### src/rtl/uart_rx_fifo_pkg.sv
// Shared definitions for the oversampling UART receiver with FIFO.
// Holds parity modes, the receive FSM state type and the divider helper.
package uart_pkg;

   localparam int PAR_NONE = 0;
   localparam int PAR_ODD  = 1;
   localparam int PAR_EVEN = 2;

   typedef enum logic [2:0] {
      S_IDLE,
      S_START,
      S_DATA,
      S_PAR,
      S_STOP,
      S_WAIT_HI
   } state_e;

   // Rounded clocks-per-sample-tick divider.
   function automatic int uart_div(
      input int clk_freq,
      input int baud,
      input int os
   );
      return (clk_freq + (baud * os) / 2) / (baud * os);
   endfunction

endpackage

### src/rtl/uart_sync_fifo.sv
// Synchronous first-word-fall-through FIFO; head entry visible while non-empty.
// Ports: push/wdata write, pop read, rdata head (0 when empty), full/empty/count.
module uart_sync_fifo #(
   parameter int WIDTH = 10,
   parameter int DEPTH = 16
) (
   input  logic                   clk,
   input  logic                   rst,
   input  logic                   push,
   input  logic [WIDTH-1:0]       wdata,
   input  logic                   pop,
   output logic [WIDTH-1:0]       rdata,
   output logic                   full,
   output logic                   empty,
   output logic [$clog2(DEPTH):0] count
);

   localparam int AW = $clog2(DEPTH);

   logic [WIDTH-1:0] mem_q [DEPTH];
   logic [AW-1:0]    wp_q;
   logic [AW-1:0]    rp_q;
   logic [AW:0]      cnt_q;
   logic             do_push;
   logic             do_pop;

   assign empty = (cnt_q == '0);
   assign full  = (cnt_q == (AW+1)'(DEPTH));

   // A pop frees the slot, so a push into a full FIFO still lands.
   assign do_pop  = pop & ~empty;
   assign do_push = push & (~full | do_pop);

   always_ff @(posedge clk or posedge rst) begin
      if (rst) begin
         wp_q  <= '0;
         rp_q  <= '0;
         cnt_q <= '0;
      end else begin
         if (do_push) wp_q <= wp_q + 1'b1;
         if (do_pop)  rp_q <= rp_q + 1'b1;
         unique case ({do_push, do_pop})
            2'b10:   cnt_q <= cnt_q + 1'b1;
            2'b01:   cnt_q <= cnt_q - 1'b1;
            default: cnt_q <= cnt_q;
         endcase
      end
   end

   always_ff @(posedge clk) begin
      if (do_push) mem_q[wp_q] <= wdata;
   end

   assign rdata = empty ? '0 : mem_q[rp_q];
   assign count = cnt_q;

endmodule

### src/rtl/uart_rx_fifo.sv
// Oversampling UART receiver (majority vote, parity, 1/2 stop) feeding a FWFT FIFO.
// Ports: rx serial in; rd_en/rd_data/rd_perr/rd_ferr/rd_valid/fifo_count drain side;
// rx_done frame pulse; overrun sticky drop flag cleared by clr_ovr.
module uart_rx_fifo
   import uart_pkg::*;
#(
   parameter int CLK_FREQ   = 50_000_000,
   parameter int BAUD       = 115_200,
   parameter int DATA_BITS  = 8,
   parameter int PARITY     = PAR_NONE,
   parameter int STOP_BITS  = 1,
   parameter int OVERSAMPLE = 16,
   parameter int FIFO_DEPTH = 16
) (
   input  logic                        clk,
   input  logic                        rst,
   input  logic                        rx,
   input  logic                        rd_en,
   input  logic                        clr_ovr,
   output logic [DATA_BITS-1:0]        rd_data,
   output logic                        rd_perr,
   output logic                        rd_ferr,
   output logic                        rd_valid,
   output logic [$clog2(FIFO_DEPTH):0] fifo_count,
   output logic                        rx_done,
   output logic                        overrun
);

   localparam int DIV = uart_div(CLK_FREQ, BAUD, OVERSAMPLE);
   localparam int DW  = (DIV > 1) ? $clog2(DIV) : 1;
   localparam int SW  = $clog2(OVERSAMPLE);
   localparam int BW  = $clog2(DATA_BITS);
   localparam int M   = OVERSAMPLE / 2;
   localparam int FW  = DATA_BITS + 2;

   logic [1:0]           sync_q;
   logic [1:0]           arm_q;
   logic                 prev_q;
   state_e               state_q, state_d;
   logic [DW-1:0]        div_q, div_d;
   logic [SW-1:0]        os_q, os_d;
   logic [BW-1:0]        bit_q, bit_d;
   logic [DATA_BITS-1:0] sh_q, sh_d;
   logic [1:0]           smp_q, smp_d;
   logic                 perr_q, perr_d;
   logic                 ferr_q, ferr_d;
   logic                 stop_q, stop_d;
   logic                 done_q;
   logic                 ovr_q, ovr_d;

   logic                 rx_s;
   logic                 tick;
   logic                 vote_t;
   logic                 vote;
   logic                 fall;
   logic                 push;
   logic [FW-1:0]        wdata;
   logic [FW-1:0]        head;
   logic                 full;
   logic                 empty;

   assign rx_s   = sync_q[1];
   assign tick   = (div_q == DW'(DIV - 1));
   assign vote_t = tick && (os_q == SW'(M + 1));
   assign vote   = (smp_q[0] & smp_q[1]) |
                   (smp_q[0] & rx_s) |
                   (smp_q[1] & rx_s);
   // prev_q only carries real line samples once the reset value of the
   // synchroniser has flushed, so a line already low at reset release
   // is not mistaken for a start edge.
   assign fall   = prev_q & ~rx_s;

   always_comb begin
      state_d = state_q;
      div_d   = tick ? '0 : div_q + 1'b1;
      os_d    = os_q;
      bit_d   = bit_q;
      sh_d    = sh_q;
      smp_d   = smp_q;
      perr_d  = perr_q;
      ferr_d  = ferr_q;
      stop_d  = stop_q;
      push    = 1'b0;
      wdata   = {ferr_q, perr_q, sh_q};

      if (tick) begin
         os_d = (os_q == SW'(OVERSAMPLE - 1)) ? '0 : os_q + 1'b1;
         if (os_q == SW'(M - 1)) smp_d[0] = rx_s;
         if (os_q == SW'(M))     smp_d[1] = rx_s;
      end

      unique case (state_q)
         S_IDLE: begin
            if (fall) begin
               state_d = S_START;
               div_d   = '0;
               os_d    = '0;
               bit_d   = '0;
               perr_d  = 1'b0;
               ferr_d  = 1'b0;
               stop_d  = 1'b0;
            end
         end
         S_START: begin
            if (vote_t) state_d = vote ? S_IDLE : S_DATA;
         end
         S_DATA: begin
            if (vote_t) begin
               sh_d  = {vote, sh_q[DATA_BITS-1:1]};
               bit_d = bit_q + 1'b1;
               if (bit_q == BW'(DATA_BITS - 1))
                  state_d = (PARITY != PAR_NONE) ? S_PAR : S_STOP;
            end
         end
         S_PAR: begin
            if (vote_t) begin
               perr_d  = ((^sh_q) ^ vote) != (PARITY == PAR_ODD);
               state_d = S_STOP;
            end
         end
         S_STOP: begin
            if (vote_t) begin
               ferr_d = ferr_q | ~vote;
               if (STOP_BITS == 1 || stop_q) begin
                  push    = 1'b1;
                  wdata   = {ferr_d, perr_q, sh_q};
                  // A low line here is a break; wait for it to release.
                  state_d = rx_s ? S_IDLE : S_WAIT_HI;
               end else begin
                  stop_d = 1'b1;
               end
            end
         end
         S_WAIT_HI: begin
            if (rx_s) state_d = S_IDLE;
         end
         default: state_d = S_IDLE;
      endcase
   end

   // Overrun wins over a same-cycle clear.
   assign ovr_d = (push & full & ~rd_en) | (ovr_q & ~clr_ovr);

   always_ff @(posedge clk or posedge rst) begin
      if (rst) begin
         sync_q  <= 2'b11;
         arm_q   <= 2'b00;
         prev_q  <= 1'b0;
         state_q <= S_IDLE;
         div_q   <= '0;
         os_q    <= '0;
         bit_q   <= '0;
         sh_q    <= '0;
         smp_q   <= '0;
         perr_q  <= 1'b0;
         ferr_q  <= 1'b0;
         stop_q  <= 1'b0;
         done_q  <= 1'b0;
         ovr_q   <= 1'b0;
      end else begin
         sync_q  <= {sync_q[0], rx};
         arm_q   <= {arm_q[0], 1'b1};
         prev_q  <= rx_s & arm_q[1];
         state_q <= state_d;
         div_q   <= div_d;
         os_q    <= os_d;
         bit_q   <= bit_d;
         sh_q    <= sh_d;
         smp_q   <= smp_d;
         perr_q  <= perr_d;
         ferr_q  <= ferr_d;
         stop_q  <= stop_d;
         done_q  <= push;
         ovr_q   <= ovr_d;
      end
   end

   uart_sync_fifo #(
      .WIDTH (FW),
      .DEPTH (FIFO_DEPTH)
   ) u_fifo (
      .clk   (clk),
      .rst   (rst),
      .push  (push),
      .wdata (wdata),
      .pop   (rd_en),
      .rdata (head),
      .full  (full),
      .empty (empty),
      .count (fifo_count)
   );

   assign rd_data  = head[DATA_BITS-1:0];
   assign rd_perr  = head[DATA_BITS];
   assign rd_ferr  = head[DATA_BITS+1];
   assign rd_valid = ~empty;
   assign rx_done  = done_q;
   assign overrun  = ovr_q;

endmodule

### config.mk
export PLATFORM = sky130hd
export DESIGN_NAME = uart_rx_fifo
export DESIGN_NICKNAME = d
export VERILOG_FILES = /design/src/rtl/uart_rx_fifo_pkg.sv /design/src/rtl/uart_sync_fifo.sv /design/src/rtl/uart_rx_fifo.sv
export SDC_FILE = /design/constraint.sdc
export NUM_CORES = 1
export LEC_CHECK = 0
export BUFFER_PORTS_ARGS = -buffer_cell sky130_fd_sc_hd__clkbuf_2
export CORE_MARGIN = 5
export CORE_UTILIZATION = 54
export DETAILED_ROUTE_END_ITERATION = 8
export PLACE_DENSITY = 0.71
export SYNTH_ARGS = -nofsm -noshare
export SYNTH_HDL_FRONTEND = slang
export SYNTH_SLANG_ARGS = --single-unit
### constraint.sdc
create_clock -name clk -period 3.7 [get_ports clk]
set_input_delay 0.37 -clock clk [delete_from_list [all_inputs] [get_ports clk]]
set_output_delay 0.37 -clock clk [all_outputs]
set_load 0.02 [all_outputs]
==> flow_summary.yaml <==
worst_setup_path:
  crit_family: "multiplexers"
  path_max_fanout: 29
  crit_buf_inv: 2
  crit_arrival_ps: 2760
  max_stage_delay_ps: 620
  crit_slowest_cell: "mux4_2"
  crit_path_end_kind: "output pin"
  critPathKind: "flip-flop to output pin"
  cp_common_cell: "mux4_2"
  cp-start-kind: "flip-flop"
  crit_required_ps: 3330
  path_cells: "buf_4 > mux4_2 > mux4_2 > nor2b_1 > clkbuf_2"
clocking:
  htree_num_levels: 1
  post_cts_buffers: 0
  cts_tree: "done"
  cts_buffers: 21
  postCtsHoldBufs: 1
  clk_pin_slew_ps: 60
  clockBufferDepth: 3
  clk_latency_ps: 490
  root_buffer: "clkbuf_16"
  cts_sinks: 207
  cts_resized: 0
sta:
  fmax_mhz: 319.8
  fin_crit_ps: 3127
  tightest_slew_ps: 965.2
  rsz0062_at_grt: "false"
  hold_viol: 0
  fin_crit_sh_pct: 84.51
  setup_violations: 0
  relSlewSlack_pct: 35.56
  finalClockSkew_ps: 11.61
  final_max_slew_viol_count: 0
  fin_tns_setup_ps: 0
  whs_ps: 71.10
power_and_ir_drop:
  total_power_uw: 5563
  power_density_mw_per_mm2: 579.3
  leakage_uw: 0.003860
  vdd_drop_max_uv: 451.5
place:
  gp_congestion: 0.8243
  placed_area_mm2: 0.008986
  dp.cells: 708
  portBuffers: 22
  place_hpwl_mm: 10.02
die:
  core_mm2: 0.01571
  start_util_pct: 54.58
  io_pins: 23
  die_area_mm2: 0.01850
  die-width_um: 136.0
  dieHeight_um: 136.0
  rows: 46
grt:
  grt_pass1_vias: 4346
  grt_usage_pct: 18.12
  antenna_found_initial: 0
  grt_first_pass_wirelength_mm: 25.31
  grt.overflow.total: 0
  grt_max_degree: 48
finish:
  drive_gt1_share_pct: 28.11
  n_antenna_cell: 0
  layout_common_cells: "edfxtp_1 (160), mux4_2 (50), dfrtp_1 (44)"
  num-fill-cells: 1092
  areaGrowthSynthToFinish_pct: 11.98
  instances_no_fill: 746
  layout.nets: 534
  layout_commonest_cell: "edfxtp_1"
  final_cell_area_mm2: 0.009603
drt:
  via_count: 4231
  avgRoutedWirePerCell_um: 21.11
  drc: 0
  drtAntennaViolNets: 0
  dr.pass1.iters: 4
  routed_via_density: 5.672
  drt-total-wl_mm: 15.75
  drt_iter0_markers: 241
synthesis:
  ys.flop_type: "edfxtp_1"
  yosysUniqueCellTypes: 55
  synth_area_leaders: "edfxtp_1 (56%), dfrtp_1 (13%), mux4_2 (13%)"
  synth-seq-cells: 207
  synth_fp_nets: 491
  synthXorXnorAreaFrac_pct: 2.539
  syn_avg_cell_area_um2: 18.13
  synthArstFlopShare_pct: 22.71
  yosys.area.top_type: "edfxtp_1"
  synth_top_area_share_pct: 56.03
  synth_top_family_by_area: "multiplexers"
  synth_warnings: 0
  syn_inst: 473
  synthAdderAreaFrac_pct: 2.013
  muxShareOfSynthArea_pct: 15.17
  ys_seq_area_share_pct: 69.77
  netlist_area_mm2: 0.008576
  synth-compound-area-share_pct: 1.765
  synth-edff-count: 160
  yosys.area_share.simple_pct: 6.697
worst_hold_path:
  min_path_type: "input port to flip-flop"
run:
  maxCapViolations: 0
outcome:
  status: "completed"
-- flip-flops by register name, indices dropped and copies added, names as in the netlist, 2 cells and up --
register / count
sh_q: 8
u_fifo.wp_q: 4
sync_q: 2
u_fifo.mem_q: 160
os_q: 4
state_q: 3
arm_q: 2
bit_q: 3
div_q: 5
u_fifo.rp_q: 4
smp_q: 2
u_fifo.count: 5
-- Yosys cell counts, types with 2 or more instances --
cell,n
clkbuf_1,12
nor3_1,7
o21ai_0,5
mux2_2,12
xnor2_1,16
dfrtp_1,45
edfxtp_1,160
a21oi_1,6
buf_1,2
nand3_1,5
o22ai_1,3
nor2_1,28
buf_2,6
nand4_1,3
nor4_1,3
and2_1,2
nand2_1,24
nand2_2,3
nor2b_1,12
mux2i_1,4
nand2b_1,5
mux4_2,50
xor2_1,7
ha_1,13
dfstp_2,2
inv_1,9
-- per-layer routing --
| metal | vias to the layer above | routed length [µm] | GRT usage (%) |
|---|---|---|---|
| li1 | 1917 | - | - |
| met1 | 2177 | 6795 | 26.08 |
| met2 | 115 | 7703 | 29.31 |
| met3 | 22 | 968 | 3.516 |
| met4 | 0 | 282 | 3.863 |
| met5 | - | 0 | 0 |
-- metrics by stage --
step / util [%] / setup WS (ps)
after floorplan: - / 888.5
after detailed placement: 57.19 / 766.2
final: 61.12 / 573.0
after CTS: 61.12 / 510.1
after global routing: 61.12 / 405.2
after global placement: 57.19 / 877.3
-- final cells by class --
type	instances	area [µm²]	area share (%)
Multi-Input combinational cell	233	2421	25.21
Clock inverter	11	52.55	0.5472
Inverter	10	50.05	0.5212
Clock buffer	26	554.3	5.772
Timing Repair Buffer	43	270.3	2.814
Tap cell	216	270.3	2.814
Sequential cell	207	5984	62.32
-- path summary, 6_finish.rpt --
path	from	depth (start not counted)	slack, ps	endpoint
max	u_fifo.rp_q[0]	5	570	rd_data[7]
min	clr_ovr	2	70	overrun
max reg2reg	div_q[0]	8	780	u_fifo.mem_q[9][3]
max in group asynchronous	rst	2	2970	u_fifo.rp_q[0]
min in group asynchronous	rst	2	90	ferr_q
min reg2reg	sync_q[0]	0	350	sync_q[1]
-- worst reg2reg max path, delay by kind of cell (launching register included) --
| kind | cells | cell delay (ps) |
|---|---|---|
| AND/OR/NAND/NOR | 5 | 1730 |
| flip-flops | 1 | 410 |
| buffers and inverters | 2 | 200 |
| adder cells (fa/ha/maj) | 1 | 200 |
-- kinds of logic (layout without fill, tap and decap cells) --
logic type               Yosys count  in the layout
buffers and inverters             33             90
AO/OA/AOI/OAI                     23             23
other                              1              1
XOR/XNOR                          24             24
AND/OR/NAND/NOR                  105            105
multiplexers                      66             66
adder cells (fa/ha/maj)           14             14
flip-flops                       207            207
-- where the power goes --
part / internal (µW) / switching, µW
sequential: 2580 / 209
combinational: 426 / 467
clock: 1060 / 822
total: 4070 / 1500
Power figures use the tool's default switching activity.
